$ cat config.mk
export PLATFORM = sky130hd
export DESIGN_NAME = beam_scan_sequencer_flat
export DESIGN_NICKNAME = d
export VERILOG_FILES = /design/src/rtl/beam_pkg.sv /design/src/rtl/beam_scan_sequencer_if.sv /design/src/rtl/beam_scan_sequencer_pdm_clk_gen.sv /design/src/rtl/beam_scan_sequencer.sv /design/src/flat_wrapper.sv
export SDC_FILE = /design/constraint.sdc
export NUM_CORES = 1
export LEC_CHECK = 0
export ABC_AREA = 0
export CORE_MARGIN = 5
export CORE_UTILIZATION = 30
export DETAILED_ROUTE_END_ITERATION = 8
export PLACE_DENSITY = 0.55
export SETUP_SLACK_MARGIN = 0.3
export SLEW_MARGIN = 20
export SYNTH_ARGS = -nofsm -noshare
export SYNTH_HDL_FRONTEND = slang
export SYNTH_HIERARCHICAL = 1
export SYNTH_SLANG_ARGS = --single-unit
$ cat constraint.sdc
create_clock -name clk -period 1.98 [get_ports clk]
set_input_delay 0.594 -clock clk [delete_from_list [all_inputs] [get_ports clk]]
set_output_delay 0.594 -clock clk [all_outputs]
set_load 0.02 [all_outputs]
$ cat src/rtl/beam_pkg.sv
// ---------------------------------------------------------------------------
// beam_pkg
// Shared definitions for the beamformer scan controller: the scan state
// encoding and the default divider / settle / width constants. The widths are
// also used by the delay table (direction index) and the accumulator
// (window length).
// ---------------------------------------------------------------------------
package beam_pkg;

  localparam int BEAM_CLK_DIV = 4;   // system clocks per PDM half-period
  localparam int BEAM_SETTLE  = 16;  // PDM samples discarded after a direction change
  localparam int BEAM_DIR_W   = 4;   // direction index width
  localparam int BEAM_WIN_W   = 10;  // integration window counter width

  typedef enum logic [1:0] {
    ST_IDLE   = 2'd0,
    ST_SETTLE = 2'd1,
    ST_INTEG  = 2'd2,
    ST_RESULT = 2'd3
  } beam_state_e;

endpackage

$ cat src/rtl/beam_scan_sequencer_if.sv
// ---------------------------------------------------------------------------
// beam_scan_sequencer_if
// Window-result handshake between the scan sequencer and the readout logic.
//   res_valid  sequencer -> readout  result of the current window is valid
//   res_ready  readout -> sequencer  readout accepts the result this cycle
//   dir_idx    sequencer -> readout  steering direction of the window
//   scan_done  sequencer -> readout  pulse after the last direction is accepted
// ---------------------------------------------------------------------------
interface beam_scan_sequencer_if
  import beam_pkg::*;
#(
  parameter int DIR_W = BEAM_DIR_W
) ();

  logic             res_valid;
  logic             res_ready;
  logic [DIR_W-1:0] dir_idx;
  logic             scan_done;

  modport master (
    output res_valid,
    output dir_idx,
    output scan_done,
    input  res_ready
  );

  modport slave (
    input  res_valid,
    input  dir_idx,
    input  scan_done,
    output res_ready
  );

endinterface

$ cat src/rtl/beam_scan_sequencer_pdm_clk_gen.sv
// ---------------------------------------------------------------------------
// pdm_clk_gen
// Free-running PDM microphone clock divider.
//   clk        system clock
//   rst_n      asynchronous active-low reset
//   ena        low = synchronous clear of divider, pdm_clk and sample_en
//   pdm_clk    microphone clock, period 2*CLK_DIV system clocks
//   sample_en  1-cycle pulse in the first system cycle pdm_clk is high
// ---------------------------------------------------------------------------
module pdm_clk_gen #(
  parameter int CLK_DIV = 4
) (
  input  logic clk,
  input  logic rst_n,
  input  logic ena,
  output logic pdm_clk,
  output logic sample_en
);

  localparam int            CW       = $clog2(CLK_DIV);
  localparam logic [CW-1:0] DIV_LAST = CW'(CLK_DIV - 1);

  logic [CW-1:0] div_cnt_q;
  logic          pdm_clk_q;
  logic          sample_en_q;

  always_ff @(posedge clk or negedge rst_n) begin
    if (!rst_n) begin
      div_cnt_q   <= '0;
      pdm_clk_q   <= 1'b0;
      sample_en_q <= 1'b0;
    end else if (!ena) begin
      div_cnt_q   <= '0;
      pdm_clk_q   <= 1'b0;
      sample_en_q <= 1'b0;
    end else begin
      sample_en_q <= 1'b0;
      if (div_cnt_q == DIV_LAST) begin
        div_cnt_q   <= '0;
        pdm_clk_q   <= ~pdm_clk_q;
        // Strobe coincides with the registered rising edge of pdm_clk.
        sample_en_q <= ~pdm_clk_q;
      end else begin
        div_cnt_q <= div_cnt_q + 1'b1;
      end
    end
  end

  assign pdm_clk   = pdm_clk_q;
  assign sample_en = sample_en_q;

endmodule

$ cat src/rtl/beam_scan_sequencer.sv
// ---------------------------------------------------------------------------
// beam_scan_sequencer
// Scan controller for the 16-mic delay-and-sum beamformer. Steps the steering
// direction through 0..num_dirs; each direction runs a settle period (delay
// line refill) followed by an integration window, whose result is offered
// to the readout over a valid/ready handshake.
//   clk, rst_n    system clock, asynchronous active-low reset
//   ena           low = soft reset of everything except latched config
//   start, abort  begin scan / return to IDLE (abort wins)
//   cont          continuous mode, sampled at the last direction's handshake
//   num_dirs      index of last direction (latched at start)
//   win_len       samples per window, 0 behaves as 1 (latched at start)
//   pdm_clk, sample_en       microphone clock and per-sample strobe
//   sample_gate, acc_clr     accumulator gate and clear pulse
//   busy                     high in every state except IDLE
//   res_if                   result handshake, dir_idx, scan_done
// ---------------------------------------------------------------------------
module beam_scan_sequencer
  import beam_pkg::*;
#(
  parameter int CLK_DIV = BEAM_CLK_DIV,
  parameter int DIR_W   = BEAM_DIR_W,
  parameter int WIN_W   = BEAM_WIN_W,
  parameter int SETTLE  = BEAM_SETTLE
) (
  input  logic                  clk,
  input  logic                  rst_n,
  input  logic                  ena,
  input  logic                  start,
  input  logic                  cont,
  input  logic                  abort,
  input  logic [DIR_W-1:0]      num_dirs,
  input  logic [WIN_W-1:0]      win_len,
  output logic                  pdm_clk,
  output logic                  sample_en,
  output logic                  sample_gate,
  output logic                  acc_clr,
  output logic                  busy,
  beam_scan_sequencer_if.master res_if
);

  localparam logic [WIN_W-1:0] SETTLE_LAST = WIN_W'(SETTLE - 1);

  beam_state_e      state_q, state_d;
  logic [WIN_W-1:0] cnt_q, cnt_d;
  logic [DIR_W-1:0] dir_idx_q, dir_idx_d;
  logic             acc_clr_q, acc_clr_d;
  logic             scan_done_q, scan_done_d;
  logic             latch_cfg;
  logic [DIR_W-1:0] num_dirs_q;
  logic [WIN_W-1:0] win_last_q;

  pdm_clk_gen #(
    .CLK_DIV(CLK_DIV)
  ) u_pdm_clk_gen (
    .clk      (clk),
    .rst_n    (rst_n),
    .ena      (ena),
    .pdm_clk  (pdm_clk),
    .sample_en(sample_en)
  );

  // Counters compare against the index of their final sample, so each
  // transition happens on the pulse that completes the count; that pulse
  // still belongs to the state being left.
  always_comb begin
    state_d     = state_q;
    cnt_d       = cnt_q;
    dir_idx_d   = dir_idx_q;
    acc_clr_d   = 1'b0;
    scan_done_d = 1'b0;
    latch_cfg   = 1'b0;
    if (abort) begin
      state_d   = ST_IDLE;
      cnt_d     = '0;
      dir_idx_d = '0;
    end else begin
      unique case (state_q)
        ST_IDLE: begin
          if (start) begin
            state_d   = ST_SETTLE;
            cnt_d     = '0;
            dir_idx_d = '0;
            latch_cfg = 1'b1;
          end
        end
        ST_SETTLE: begin
          if (sample_en) begin
            if (cnt_q == SETTLE_LAST) begin
              state_d   = ST_INTEG;
              cnt_d     = '0;
              acc_clr_d = 1'b1;
            end else begin
              cnt_d = cnt_q + 1'b1;
            end
          end
        end
        ST_INTEG: begin
          if (sample_en) begin
            if (cnt_q == win_last_q) begin
              state_d = ST_RESULT;
              cnt_d   = '0;
            end else begin
              cnt_d = cnt_q + 1'b1;
            end
          end
        end
        ST_RESULT: begin
          // Strobes while stalled here are intentionally ignored.
          if (res_if.res_ready) begin
            cnt_d = '0;
            if (dir_idx_q == num_dirs_q) begin
              scan_done_d = 1'b1;
              dir_idx_d   = '0;
              state_d     = cont ? ST_SETTLE : ST_IDLE;
            end else begin
              dir_idx_d = dir_idx_q + 1'b1;
              state_d   = ST_SETTLE;
            end
          end
        end
        default: state_d = ST_IDLE;
      endcase
    end
  end

  always_ff @(posedge clk or negedge rst_n) begin
    if (!rst_n) begin
      state_q     <= ST_IDLE;
      cnt_q       <= '0;
      dir_idx_q   <= '0;
      acc_clr_q   <= 1'b0;
      scan_done_q <= 1'b0;
    end else if (!ena) begin
      state_q     <= ST_IDLE;
      cnt_q       <= '0;
      dir_idx_q   <= '0;
      acc_clr_q   <= 1'b0;
      scan_done_q <= 1'b0;
    end else begin
      state_q     <= state_d;
      cnt_q       <= cnt_d;
      dir_idx_q   <= dir_idx_d;
      acc_clr_q   <= acc_clr_d;
      scan_done_q <= scan_done_d;
    end
  end

  // Scan configuration survives the ena soft reset.
  always_ff @(posedge clk or negedge rst_n) begin
    if (!rst_n) begin
      num_dirs_q <= '0;
      win_last_q <= '0;
    end else if (ena && latch_cfg) begin
      num_dirs_q <= num_dirs;
      win_last_q <= (win_len == '0) ? '0 : win_len - 1'b1;
    end
  end

  assign sample_gate      = (state_q == ST_INTEG);
  assign acc_clr          = acc_clr_q;
  assign busy             = (state_q != ST_IDLE);
  assign res_if.res_valid = (state_q == ST_RESULT);
  assign res_if.dir_idx   = dir_idx_q;
  assign res_if.scan_done = scan_done_q;

endmodule

$ cat src/flat_wrapper.sv
// flat-port wrapper written by rule: the top's interface ports become plain ports
module beam_scan_sequencer_flat import beam_pkg::*;
#(
  parameter int CLK_DIV = BEAM_CLK_DIV,
  parameter int DIR_W   = BEAM_DIR_W,
  parameter int WIN_W   = BEAM_WIN_W,
  parameter int SETTLE  = BEAM_SETTLE
)
  (clk, rst_n, ena, start, cont, abort, num_dirs, win_len, pdm_clk, sample_en, sample_gate, acc_clr, busy, res_if_res_valid, res_if_dir_idx, res_if_scan_done, res_if_res_ready);
  beam_scan_sequencer_if #(.DIR_W(DIR_W)) res_if_i ();
  input  logic clk;
  input  logic rst_n;
  input  logic ena;
  input  logic start;
  input  logic cont;
  input  logic abort;
  input  logic [DIR_W-1:0] num_dirs;
  input  logic [WIN_W-1:0] win_len;
  output logic pdm_clk;
  output logic sample_en;
  output logic sample_gate;
  output logic acc_clr;
  output logic busy;
  output wire logic [$bits(res_if_i.res_valid)-1:0] res_if_res_valid;
  output wire logic [$bits(res_if_i.dir_idx)-1:0] res_if_dir_idx;
  output wire logic [$bits(res_if_i.scan_done)-1:0] res_if_scan_done;
  input wire logic [$bits(res_if_i.res_ready)-1:0] res_if_res_ready;
  assign res_if_res_valid = res_if_i.res_valid;
  assign res_if_dir_idx = res_if_i.dir_idx;
  assign res_if_scan_done = res_if_i.scan_done;
  assign res_if_i.res_ready = res_if_res_ready;
  beam_scan_sequencer #(.CLK_DIV(CLK_DIV), .DIR_W(DIR_W), .WIN_W(WIN_W), .SETTLE(SETTLE)) u_core (.clk(clk), .rst_n(rst_n), .ena(ena), .start(start), .cont(cont), .abort(abort), .num_dirs(num_dirs), .win_len(win_len), .pdm_clk(pdm_clk), .sample_en(sample_en), .sample_gate(sample_gate), .acc_clr(acc_clr), .busy(busy), .res_if(res_if_i));
endmodule
==> results.yml <==
yosys:
  synth_top_cells_by_count: "dfrtp_1, nand2_1, o21ai_0"
  synth_cells: 219
  synth_nets: 248
  yosys.area_share.simple_pct: 23.33
  synth_xor_area_share_pct: 8.771
  yosysTopAreaCellShare_pct: 42.96
  synth-warning-count: 6
  synth_compound_area_share_pct: 14.02
  synth.area.mux_share_pct: 3.103
  synth.most_common_cell: "dfrtp_1"
  synth_cell_types: 45
  yosys.area_share.adder_pct: 4.773
  ys_seq_area_share_pct: 42.96
  synthArstFlopShare_pct: 100.0
  synth-seq-cells: 36
  netlist_area_mm2: 0.002097
  syn_avg_cell_area_um2: 9.575
  synth_area_leaders: "dfrtp_1, xor2_1, nand2_1"
  synth_top_family_by_area: "simple AND/OR/NAND/NOR gates"
  yosys.area.top_type: "dfrtp_1"
  ys_dominant_reg_cell: "dfrtp_1"
  synth_edf_count: 0
cts:
  cts_buffers: 5
  cts.clk_slew.worst_paths_ns: 0.08
  clk_latency_ns: 0.29
  hold_buffers: 0
  clock_sinks: 36
  clockBufferDepth: 2
  htreeDepth: 2
  cts_tree: "done"
  cts-root-buf: "clkbuf_8"
floorplan:
  ios: 32
  die_width_um: 93.61
  core_area_mm2: 0.006794
  die_y_um: 93.61
  dieArea_mm2: 0.008762
  num_rows: 30
  initial_core_util_pct: 30.87
place:
  port_buffers: 31
  dp_hpwl_mm: 4.025
  globalplace.congestion: 0.7930
  place_ws_ns: -0.3203
  post-place-cells: 384
cells_and_area:
  nets: 339
  syn2layout_area_growth_pct: 64.98
  drive_gt1_share_pct: 46.62
  n_antenna_cell: 0
  final_util_pct: 50.92
  fin_cells: 407
worst_setup_path:
  r2r-start: "u_core/win_last_q[7]"
  start_kind: "flop"
  cp-end-kind: "flop"
  cp_slowest_cell: "dfrtp_1"
  path_max_fanout: 3
  critPathTopFamily: "simple AND/OR/NAND/NOR gates"
  ff2ff_path_depth: 6
  r2r_slack_ns: 0.05
  worstPathCellList: "xor2_2 -> nor4_2 -> buf_4 -> a311oi_4 -> or3_4 -> a221o_1"
  critPathArrivalTime_ns: 2.11
  crit_buf_inv: 1
  slowest_delay_ns: 0.42
  r2r-end: "u_core/state_q[0]"
  cp.required_ns: 2.16
  crit_type: "reg -> reg"
pwr:
  p_per_area_mw_per_mm2: 661.8
  vdd_ir_drop_max_mv: 0.2934
  leakage_nw: 1.596
  power.total_mw: 2.290
route:
  firstDrtPassIters: 4
  wl_mm: 5.681
  avgRoutedWirePerCell_um: 13.96
  vias_per_cell: 4.757
  drt_iter0_markers: 100
  drc: 0
  vias: 1936
  ant_nets: 0
run:
  drv_cap: 0
sta:
  setup_viol: 0
  hold_violations: 0
  final.min_clock_period_ns: 1.928
  rsz0062_at_grt: "true"
  slew_headroom_pct: 68.44
  worst_slack_ns: 0.05151
  fin_worst_skew_ns: 0.007243
  period_share_pct: 97.40
  worst_pin_slew_ns: 0.4733
  holdWs_ns: 0.4451
  slew_viol_final: 0
  fmax_mhz: 518.5
global_routing:
  grt_pass1_vias: 1979
  antenna_found_initial: 0
  grt.overflow.total: 0
  grt_pass1_wl_mm: 9.522
  grt_start_max_net_pins: 37
  grt_usage_pct: 13.86
min_path:
  min-delay-start: "u_core/u_pdm_clk_gen/div_cnt_q[0]"
  hp-class: "reg -> reg"
  worstHoldEndpoint: "u_core/u_pdm_clk_gen/div_cnt_q[0]"
  min_path_cells: 1
run_status:
  status: "completed"
[metrics by stage]
step / cell area (µm²) / TNS [ns]
finish: 3460 / 0
CTS: 3296 / 0
global route: 3460 / -0.04108
detailed placement: 2947 / -6.598
global placement: 2947 / -5.914
floorplan: 2223 / 0
[state kept, by name (all words and copies together), names as in the netlist]
register,count
u_core/state_q,2
u_core/res_if.scan_done,1
u_core/res_if.dir_idx,4
u_core/num_dirs_q,4
u_core/u_pdm_clk_gen/sample_en,1
u_core/u_pdm_clk_gen/div_cnt_q,2
u_core/win_last_q,10
u_core/acc_clr,1
u_core/cnt_q,10
u_core/u_pdm_clk_gen/pdm_clk,1
[cell families after synthesis]
logic type | Yosys count
simple gates | 91
flops | 36
xor+xnor | 21
mux | 6
fa+ha+maj | 8
buf+inv | 14
compound gates | 43
[layer usage]
layer	GRT usage, %	vias up	part of all wire [%]
met3	2.816	7	2.9
met4	4.813	0	1.6
met2	22.87	30	48
li1	-	962	-
met5	0	-	0
met1	17.99	937	48
[area by class of cell]
class	count	area [µm²]
Clock buffer	5	68.82
Clock inverter	3	90.09
Fill cell	644	3334
Inverter	8	30.03
Multi-Input combinational cell	169	1486
Sequential cell	36	904.6
Tap cell	96	120.1
Timing Repair Buffer	90	759.5
[cell usage in the layout, fill, tap and decap left out, drive strengths merged, types with 4 or more instances in the layout]
| cell type | n |
|---|---|
| dlygate4sd2 | 11 |
| a21oi | 4 |
| and3 | 6 |
| nor2 | 9 |
| clkdlybuf4s50 | 8 |
| nand3 | 6 |
| mux2 | 4 |
| nand2b | 5 |
| inv | 8 |
| nor3b | 6 |
| nor2b | 5 |
| o21ai | 18 |
| o221ai | 5 |
| clkbuf | 12 |
| nand2 | 33 |
| xnor2 | 5 |
| dfrtp | 36 |
| ha | 8 |
| xor2 | 16 |
| nor4 | 7 |
| buf | 62 |
[report_power, final]
part,total [mW],switching [mW],internal [mW],leakage (nW)
Clock,0.919,0.288,0.630,0.0784
Sequential,0.871,0.0613,0.809,0.472
Combinational,0.500,0.231,0.269,1.05
[worst max-delay path by stage]
stage / from / to / slack (ns) / depth (start not counted)
2_1_floorplan: u_core/cnt_q[0] / u_core/state_q[0] / 0.05 / 7
3_3_place_gp: ena / u_core/state_q[0] / -0.30 / 5
3_5_place_dp: ena / u_core/state_q[0] / -0.32 / 5
4_1_cts: u_core/cnt_q[4] / u_core/state_q[0] / 0.04 / 6
5_1_grt: u_core/cnt_q[7] / u_core/state_q[0] / -0.04 / 6
6_report: u_core/win_last_q[7] / u_core/state_q[0] / 0.05 / 6
[timing repair]
item                                    CTS  global route
endpoints found under the setup margin   41            36
gates resized for setup                  68            50
pin swaps                                15            20
buffers inserted                          8             7
Note: power is estimated with default switching activity, not from simulation.
